$ cat config.mk
export PLATFORM = sky130hd
export DESIGN_NAME = mips_program_loader
export DESIGN_NICKNAME = d
export VERILOG_FILES = /design/src/rtl/mips_program_loader.sv
export SDC_FILE = /design/constraint.sdc
export NUM_CORES = 1
export LEC_CHECK = 0
export CORE_MARGIN = 2
export CORE_UTILIZATION = 50
export DETAILED_ROUTE_END_ITERATION = 8
export DONT_BUFFER_PORTS = 1
export MAX_ROUTING_LAYER = met4
export PLACE_DENSITY_LB_ADDON = 0.25
export SYNTH_ARGS = -nofsm -noshare
export SYNTH_HDL_FRONTEND = slang
export SYNTH_SLANG_ARGS = --single-unit
export TNS_END_PERCENT = 1
$ cat constraint.sdc
create_clock -name clk -period 2.2 [get_ports clk]
set_clock_uncertainty 0.2 [all_clocks]
set_input_delay 0.55 -clock clk [delete_from_list [all_inputs] [get_ports clk]]
set_output_delay 0.55 -clock clk [all_outputs]
set_load 0.02 [all_outputs]
$ cat src/rtl/mips_program_loader.sv
// Boot-time program loader: turns a valid/ready byte stream into big-endian
// 32-bit instruction words and writes them to instruction memory. The MIPS
// core is held in reset until the image has been written.
module mips_program_loader #(
    parameter int ADDR_W    = 8,
    parameter int BASE_ADDR = 0
) (
    input  logic              clk,
    input  logic              reset,
    input  logic              start,
    input  logic              byte_valid,
    input  logic [7:0]        byte_data,
    output logic              byte_ready,
    output logic              imem_we,
    output logic [ADDR_W-1:0] imem_addr,
    output logic [31:0]       imem_wdata,
    output logic              cpu_reset,
    output logic              load_done,
    output logic              load_error,
    output logic [15:0]       words_loaded
);

    typedef enum logic [2:0] {
        IDLE,
        HDR,
        LOAD,
        DONE,
        RUN,
        ERR
    } state_t;

    localparam logic [ADDR_W-1:0] BASE     = ADDR_W'(BASE_ADDR);
    localparam logic [16:0]       CAPACITY = 17'(1) << ADDR_W;

    state_t      state;
    state_t      state_next;
    logic [1:0]  byte_cnt;      // byte position within header or word
    logic [7:0]  hdr_hi;        // first header byte, N[15:8]
    logic [15:0] word_count;    // N from the header
    logic [23:0] asm_word;      // first three bytes of the word in progress
    logic        xfer;
    logic        last_word;
    logic [15:0] hdr_count;

    assign xfer      = byte_valid & byte_ready;
    assign hdr_count = {hdr_hi, byte_data};
    assign last_word = (words_loaded + 16'd1) == word_count;

    // State register
    always_ff @(posedge clk) begin
        if (!reset) begin
            state <= IDLE;
        end else begin
            state <= state_next;
        end
    end

    // Next-state logic and state-decoded outputs
    always_comb begin
        state_next = state;
        byte_ready = 1'b0;
        cpu_reset  = 1'b1;
        load_done  = 1'b0;
        load_error = 1'b0;
        case (state)
            IDLE: begin
                if (start) begin
                    state_next = HDR;
                end
            end
            HDR: begin
                byte_ready = 1'b1;
                if (xfer && byte_cnt == 2'd1) begin
                    // An empty image has nothing to flush, so the core is
                    // released on the very next edge by skipping DONE.
                    if (hdr_count == 16'd0) begin
                        state_next = RUN;
                    end else if ({1'b0, hdr_count} > CAPACITY) begin
                        state_next = ERR;
                    end else begin
                        state_next = LOAD;
                    end
                end
            end
            LOAD: begin
                byte_ready = 1'b1;
                if (xfer && byte_cnt == 2'd3 && last_word) begin
                    state_next = DONE;
                end
            end
            DONE: begin
                state_next = RUN;
            end
            RUN: begin
                cpu_reset = 1'b0;
                load_done = 1'b1;
                if (start) begin
                    state_next = HDR;
                end
            end
            ERR: begin
                load_error = 1'b1;
            end
            default: begin
                state_next = IDLE;
            end
        endcase
    end

    // Header capture, word assembly and memory write port
    always_ff @(posedge clk) begin
        if (!reset) begin
            byte_cnt     <= 2'd0;
            hdr_hi       <= 8'd0;
            word_count   <= 16'd0;
            asm_word     <= 24'd0;
            imem_we      <= 1'b0;
            imem_addr    <= BASE;
            imem_wdata   <= 32'd0;
            words_loaded <= 16'd0;
        end else begin
            imem_we <= 1'b0;
            if ((state == IDLE || state == RUN) && start) begin
                byte_cnt     <= 2'd0;
                words_loaded <= 16'd0;
            end else if (xfer && state == HDR) begin
                hdr_hi <= byte_data;
                if (byte_cnt == 2'd1) begin
                    word_count <= hdr_count;
                    byte_cnt   <= 2'd0;
                end else begin
                    byte_cnt <= byte_cnt + 2'd1;
                end
            end else if (xfer && state == LOAD) begin
                asm_word <= {asm_word[15:0], byte_data};
                byte_cnt <= byte_cnt + 2'd1;
                if (byte_cnt == 2'd3) begin
                    imem_we      <= 1'b1;
                    imem_wdata   <= {asm_word, byte_data};
                    imem_addr    <= BASE + words_loaded[ADDR_W-1:0];
                    words_loaded <= words_loaded + 16'd1;
                end
            end
        end
    end

endmodule

==> results.md, run 1 <==
* Cell taking the most area after synthesis: dfxtp_1
* IO Pins at 73
* Setup Buffers After CTS at 0
* RSZ-0062 raised after global routing: no
* Final Hold Vio Count at 0
* RePlAce Congestion at about 0.86
* Reg area at 2212 sq um
* Clock root cell: clkbuf_8
* Synthesized Nets at between 600 and 700
* Longest Clk Path Bufs at 2
* Largest net degree at the start of global routing at 94
* Worst-skew pair later-pin latency at ~0.38 ns
* Post-synth ARST share at 0%
* Register bit total from synthesis at 110
* Seq/Total Area, Yosys at roughly 45%
* Worst slew margin at between 50% and 60%
* Post-Layout Cell Count at 749
* Mean area per synthesized cell at ~8.1 sq um
* Area grow syn2layout at 10.06%
* Die area at about 11000 sq um
* Core footprint at between 9000 and 10000 sq um
* Post-synth top area share at between 40% and 50%
* Vias in the first global route at 3739
* Dpl cell area at roughly 5200 sq um
* Total number of vias at roughly 4000
* Ranking of synthesized cells by area: dfxtp_1 (45%), nand2_1 (15%), a21boi_0 (14%), xnor2_1 (3.6%), nor2_1 (2.2%)
* LEAKAGE at about 1.8 nW
* Top FF cell, synth: dfxtp_1
* # diodes at 0
* Input/output buffers at 0
* GRT overflow at 0
* Total CTS buffers at 9
* Pwr Density at 669.4 nW/um^2
* Tightest Pin Transition at 0.6588 ns
* Die Ht at slightly above 100 um
* Routed WL per cell at roughly 15 um
* Post-DP HPWL at slightly above 8 mm
* Worst Path Arrival at around 1.4 ns
* Multi-input combinational cell area at approximately 2500 sq um
* Synth Cell Area at between 4000 and 5000 sq um
* Final wirelength at roughly 11 mm
* Die Wd at 103.1 um
* Row cnt at 36
* Initial antenna violation count at 0
* First-pass GRT wire length at between 15 and 20 mm
* Seq pwr share at 56.3%
* Overall Global Routing Usage at around 23%
* Setup TNS Final at 0 ns
* Syn Inst Count at between 600 and 700
* Crit start category: flip-flop
* Post-synth EDFFs at 0
* Syn. warnings at 0
* CTS tree: built
* Fin crit share at a little over nine tenths
* Initial DRC count at approximately 150
* Clock-pin slew on the worst setup and hold paths at around 0.11 ns
* Max VDD drop at ~390 uV
* H-tree depth at 3
* Internal power at 0.002749 W
* FMAX at between 400 and 500 MHz
* Dpl cells at ~730
* Hold WS at 0.08309 ns
* Final Core Density at a little under three fifths
* Final slew viol count at 0
* Synth cell types at 48
* Most common cell after layout, fill and taps aside: nand2_1
* Clock network power share at between 30% and 40%
* Hold Crit Class: input port to flip-flop
* Critical path required time at 1.45 ns
* Net Switching at ~0.00087 W
* CP Class: flip-flop to primary output
* CP max FO at 8
* Most frequent cells in the layout: nand2_1 (202), dfxtp_1 (104), a21boi_0 (90)
* Sw frac at between 20% and 30%
* Setup-failing EPs final at 0
* Fillers at a little over 900
* Share of layout cells above drive strength 1 at about an eighth
* Status: finished, final reports clean
* CTS Sinks at between 100 and 150
* Drt pass-1 iters at 4
* Antenna Nets Post-Route at 0
* DR DRC count at 0
* Gate power share at under 10%
* Final min period at ~2.1 ns
* Nets at 624
* Vias per cell at 5.366
* Post-route cell area at 5409 sq um
* Initial Utilization at 50.99%
* Critical Path Sink Type: primary output
* Max Cap Viol at 0
cell type report:
class                           instances  share of cell area (%)
Clock buffer                            9                   2.290
Multi-Input combinational cell        448                   46.36
Timing Repair Buffer                   37                   5.135
Tap cell                              133                   3.077
Sequential cell                       110                   40.90
Inverter                                5                  0.3470
Clock inverter                          7                   1.897
per-layer routing:
metal | global-route usage (%) | vias up | share of wire [%]
li1 | - | 2008 | -
met1 | 29.25 | 1908 | 46
met2 | 36.06 | 90 | 47
met3 | 5.559 | 13 | 5.6
met4 | 7.186 | 0 | 1.2
met5 | - | - | 0
power by group through the flow:
stage,clock (W),combinational (W),sequential (W)
after CTS,0.00142,0.000183,0.00204
after floorplan,0,0.000170,0.00206
after global routing,0.00151,0.000203,0.00204
after detailed placement,0,0.000182,0.00208
after global placement,0,0.000176,0.00208
final,0.00140,0.000183,0.00204
state kept, by name (all words and copies together) (netlist names):
signal and count:
words_loaded 16, imem_we 1, imem_addr 8, imem_wdata 32, hdr_hi 8, asm_word 24, word_count 16, byte_cnt 2
state 3
synth_stat cells (6+ instances only):
master	count
a21boi_0	90
a21oi_1	10
buf_2	7
buf_4	9
clkbuf_1	23
dfxtp_1	110
nand2_1	202
nand4_1	6
nor2_1	29
nor3_1	9
o21ai_0	12
xnor2_1	20
xor2_1	12
worst paths after layout:
kind                            cells past startpoint             from             end  slack, ns
worst max-delay path                                2         state[1]      load_error       0.10
worst min-delay path                                1            reset         imem_we       0.08
worst max register to register                      6  words_loaded[8]        state[0]       0.10
worst min register to register                      2     asm_word[16]  imem_wdata[24]       0.27
metrics by stage:
step           total power (W)  setup slack (ns)
5_1_grt               0.003752          0.001118
2_1_floorplan         0.002234           0.06029
6_report              0.003621            0.1015
3_3_place_gp          0.002259            0.1406
3_5_place_dp          0.002264            0.1143
4_1_cts               0.003644          0.001353
critical path, stage by stage (launching register included):
cell	delay (ns)
dfxtp_1	0.50
inv_1	0.16
and3_1	0.30
repair_timing:
| action | CTS | global route |
|---|---|---|
| resized for setup | 1 | 7 |
| pin swaps | 0 | 4 |
| setup endpoints to repair | 1 | 3 |
| gates cloned | 0 | 0 |
| endpoints found under the hold margin | 0 | 0 |
| hold buffers | 0 | 0 |
cells by family (layout without fill, tap and decap cells):
kind of cell	count (synthesis)	count (layout)	share of synthesized area (%)
fa+ha+maj	1	1	0.2545
simple gates	291	291	26.60
compound gates	124	124	18.23
flops	110	110	44.81
buf+inv	46	58	4.404
xor+xnor	32	32	5.703
Power figures use the tool's default switching activity.
==> run 2, diff against run 1 <==
CORE_ASPECT_RATIO = 1.25   (was default)
SETUP_SLACK_MARGIN = 0.1   (was default)
==> results.md, run 2 (synthesis gave the netlist of run 1 again) <==
* Status: finished, final reports clean
* RePlAce Congestion at 0.8862 (+2.5%)
* DR DRC count at 0 (unchanged)
* Initial DRC count at 186 (+28%)
* Pwr Density at 693.8 nW/um^2 (+3.6%)
* Critical path required time at 1.45 ns (about the same)
* Die Wd at 92.68 um (-10%)
* Worst Path Arrival at 1.35 ns (about the same)
* IO Pins at 73 (unchanged)
* WHS Path Cells at 1 (unchanged)
* R2R Path End: state[0]
* Max reg flops at 32 (unchanged)
* Die area at 10640 sq um (about the same)
* # diodes at 0 (unchanged)
* CP max FO at 6 (-2)
* Row cnt at 40 (+11%)
* Total CTS buffers at 9 (unchanged)
* GRT overflow at 0 (unchanged)
* Share of layout cells above drive strength 1 at 12.24% (-0.099 points)
* Tightest Pin Transition at 0.3606 ns (-0.2982 ns)
* Crit path largest cell delay at 0.36 ns (-0.14 ns)
* Routed WL per cell at 15.61 um (+2.4%)
* Nets at 629 (+0.80%)
* Final wirelength at 11.66 mm (+2.1%)
* Max VDD drop at 422.5 uV (+8.3%)
* Top reg by flops: imem_wdata
* Hold Crit Class: input port to flip-flop
* Post-DP HPWL at 8.421 mm (+4.0%)
* R2r setup slk at 0.15 ns (+0.05 ns)
* Final min period at 2.102 ns (+0.003176 ns)
* Input/output buffers at 0 (unchanged)
* Antenna Nets Post-Route at 0 (unchanged)
* Most frequent cells in the layout: nand2_1 (202), dfxtp_1 (107), a21boi_0 (90)
* Setup-failing EPs final at 0 (unchanged)
* WP buf/inv at 1 (unchanged)
* FF-to-FF path depth at 8 (+2)
* H-tree depth at 3 (unchanged)
* Largest net degree at the start of global routing at 94 (unchanged)
* Cell Chain, Critical Path: buf_4 > xnor2_1 > nor2_2
* Initial Utilization at 51.15% (+0.16 points)
* Die Ht at 114.8 um (+11%)
* Core footprint at 9609 sq um (-0.31%)
* CTS tree: built
* Hold EP: imem_we
* First-pass GRT wire length at 19.22 mm (+4.9%)
* FMAX at 475.8 MHz (-0.15%)
* Critical Path Sink Type: primary output
* Total number of vias at 4015 (-0.10%)
* Max Cap Viol at 0 (unchanged)
* Biggest regs: imem_wdata (32), asm_word (24)
* Top delay family on crit path: flip-flops
* Clock-pin slew on the worst setup and hold paths at 0.07 ns (-0.04 ns)
* Vias in the first global route at 3938 (+5.3%)
* # hold bufs at CTS at 0 (unchanged)
* Drt pass-1 iters at 4 (unchanged)
* CTS Sinks at 110 (unchanged)
* Final Hold Vio Count at 0 (unchanged)
* Most common cell after layout, fill and taps aside: nand2_1
* Vias per cell at 5.375 (+0.17%)
* LEAKAGE at 1.880 nW (+4.5%)
* Worst-skew pair later-pin latency at 0.34 ns (-0.04 ns)
* Reg2reg start: words_loaded[0]
* RSZ-0062 raised after global routing: yes
* Final slew viol count at 0 (unchanged)
* Worst slew margin at 75.74% (+20 points)
* Setup TNS Final at 0 ns (unchanged)
* Hold Crit Start: reset
* Crit start category: flip-flop
* Overall Global Routing Usage at 23.43% (+0.47 points)
* Longest Clk Path Bufs at 2 (unchanged)
* CP Class: flip-flop to primary output
* Clock root cell: clkbuf_16
* Crit-path slowest cell: dfxtp_1
* Area grow syn2layout at 12.40%
* Initial antenna violation count at 0 (unchanged)
* Fin crit share at 95.53% (+0.14 points)
* Hold WS at 0.1436 ns (+0.06055 ns)
* Final Core Density at 57.49% (+1.4 points)
==> run 2: worst max path at each step <==
| stage | startpoint | to | slack [ns] | depth (start not counted) |
|---|---|---|---|---|
| 6_report | state[0] | byte_ready | 0.1 | 3 |
| 2_1_floorplan | words_loaded[3] | state[0] | 0.11 | 7 |
| 3_5_place_dp | words_loaded[0] | state[0] | 0.03 | 7 |
| 3_3_place_gp | words_loaded[4] | state[0] | 0.08 | 6 |
| 4_1_cts | state[0] | byte_ready | 0.09 | 3 |
| 5_1_grt | words_loaded[9] | state[0] | 0.003 | 7 |
==> run 2: through the flow <==
step           cell area (sq um)  std cells  total power (W)  worst slack [ns]
2_1_floorplan               4925        604         0.002233            0.1114
3_3_place_gp                5181        728         0.002264           0.07966
3_5_place_dp                5181        728         0.002267           0.03332
4_1_cts                     5500        747         0.003860           0.08779
5_1_grt                     5524        747         0.003961          0.003491
6_report                    5524        747         0.003832           0.09828
==> run 2: what timing repair did <==
action / CTS / global route
endpoints found under the setup margin: 2 / 16
cloned: 0 / 0
pin swaps: 2 / 1
buffers inserted: 3 / 0
resized for setup: 1 / 5
==> run 2: cell type report <==
type	instances	area (sq um)
Clock buffer	13	250.2
Tap cell	126	157.7
Sequential cell	110	2208
Clock inverter	3	43.79
Multi-Input combinational cell	448	2526
Fill cell	922	4085
Inverter	5	18.77
Timing Repair Buffer	42	319.1
==> run 2: metal layers <==
metal  vias up  part of all wire, %  wire, um  GRT usage [%]
li1       2022                    -         -              -
met1      1893                   42      4955          26.66
met5         -                    0         0              -
met2        85                   51      5993          41.31
met3        15                  4.4       510          4.718
met4         0                  1.7       202          7.745
==> run 2: power breakdown <==
group          internal, W  switching [W]  total [W]
logic            0.0000855       0.000107   0.000193
clock network     0.000916       0.000691    0.00161
registers          0.00201      0.0000233    0.00203
total              0.00301       0.000822    0.00383
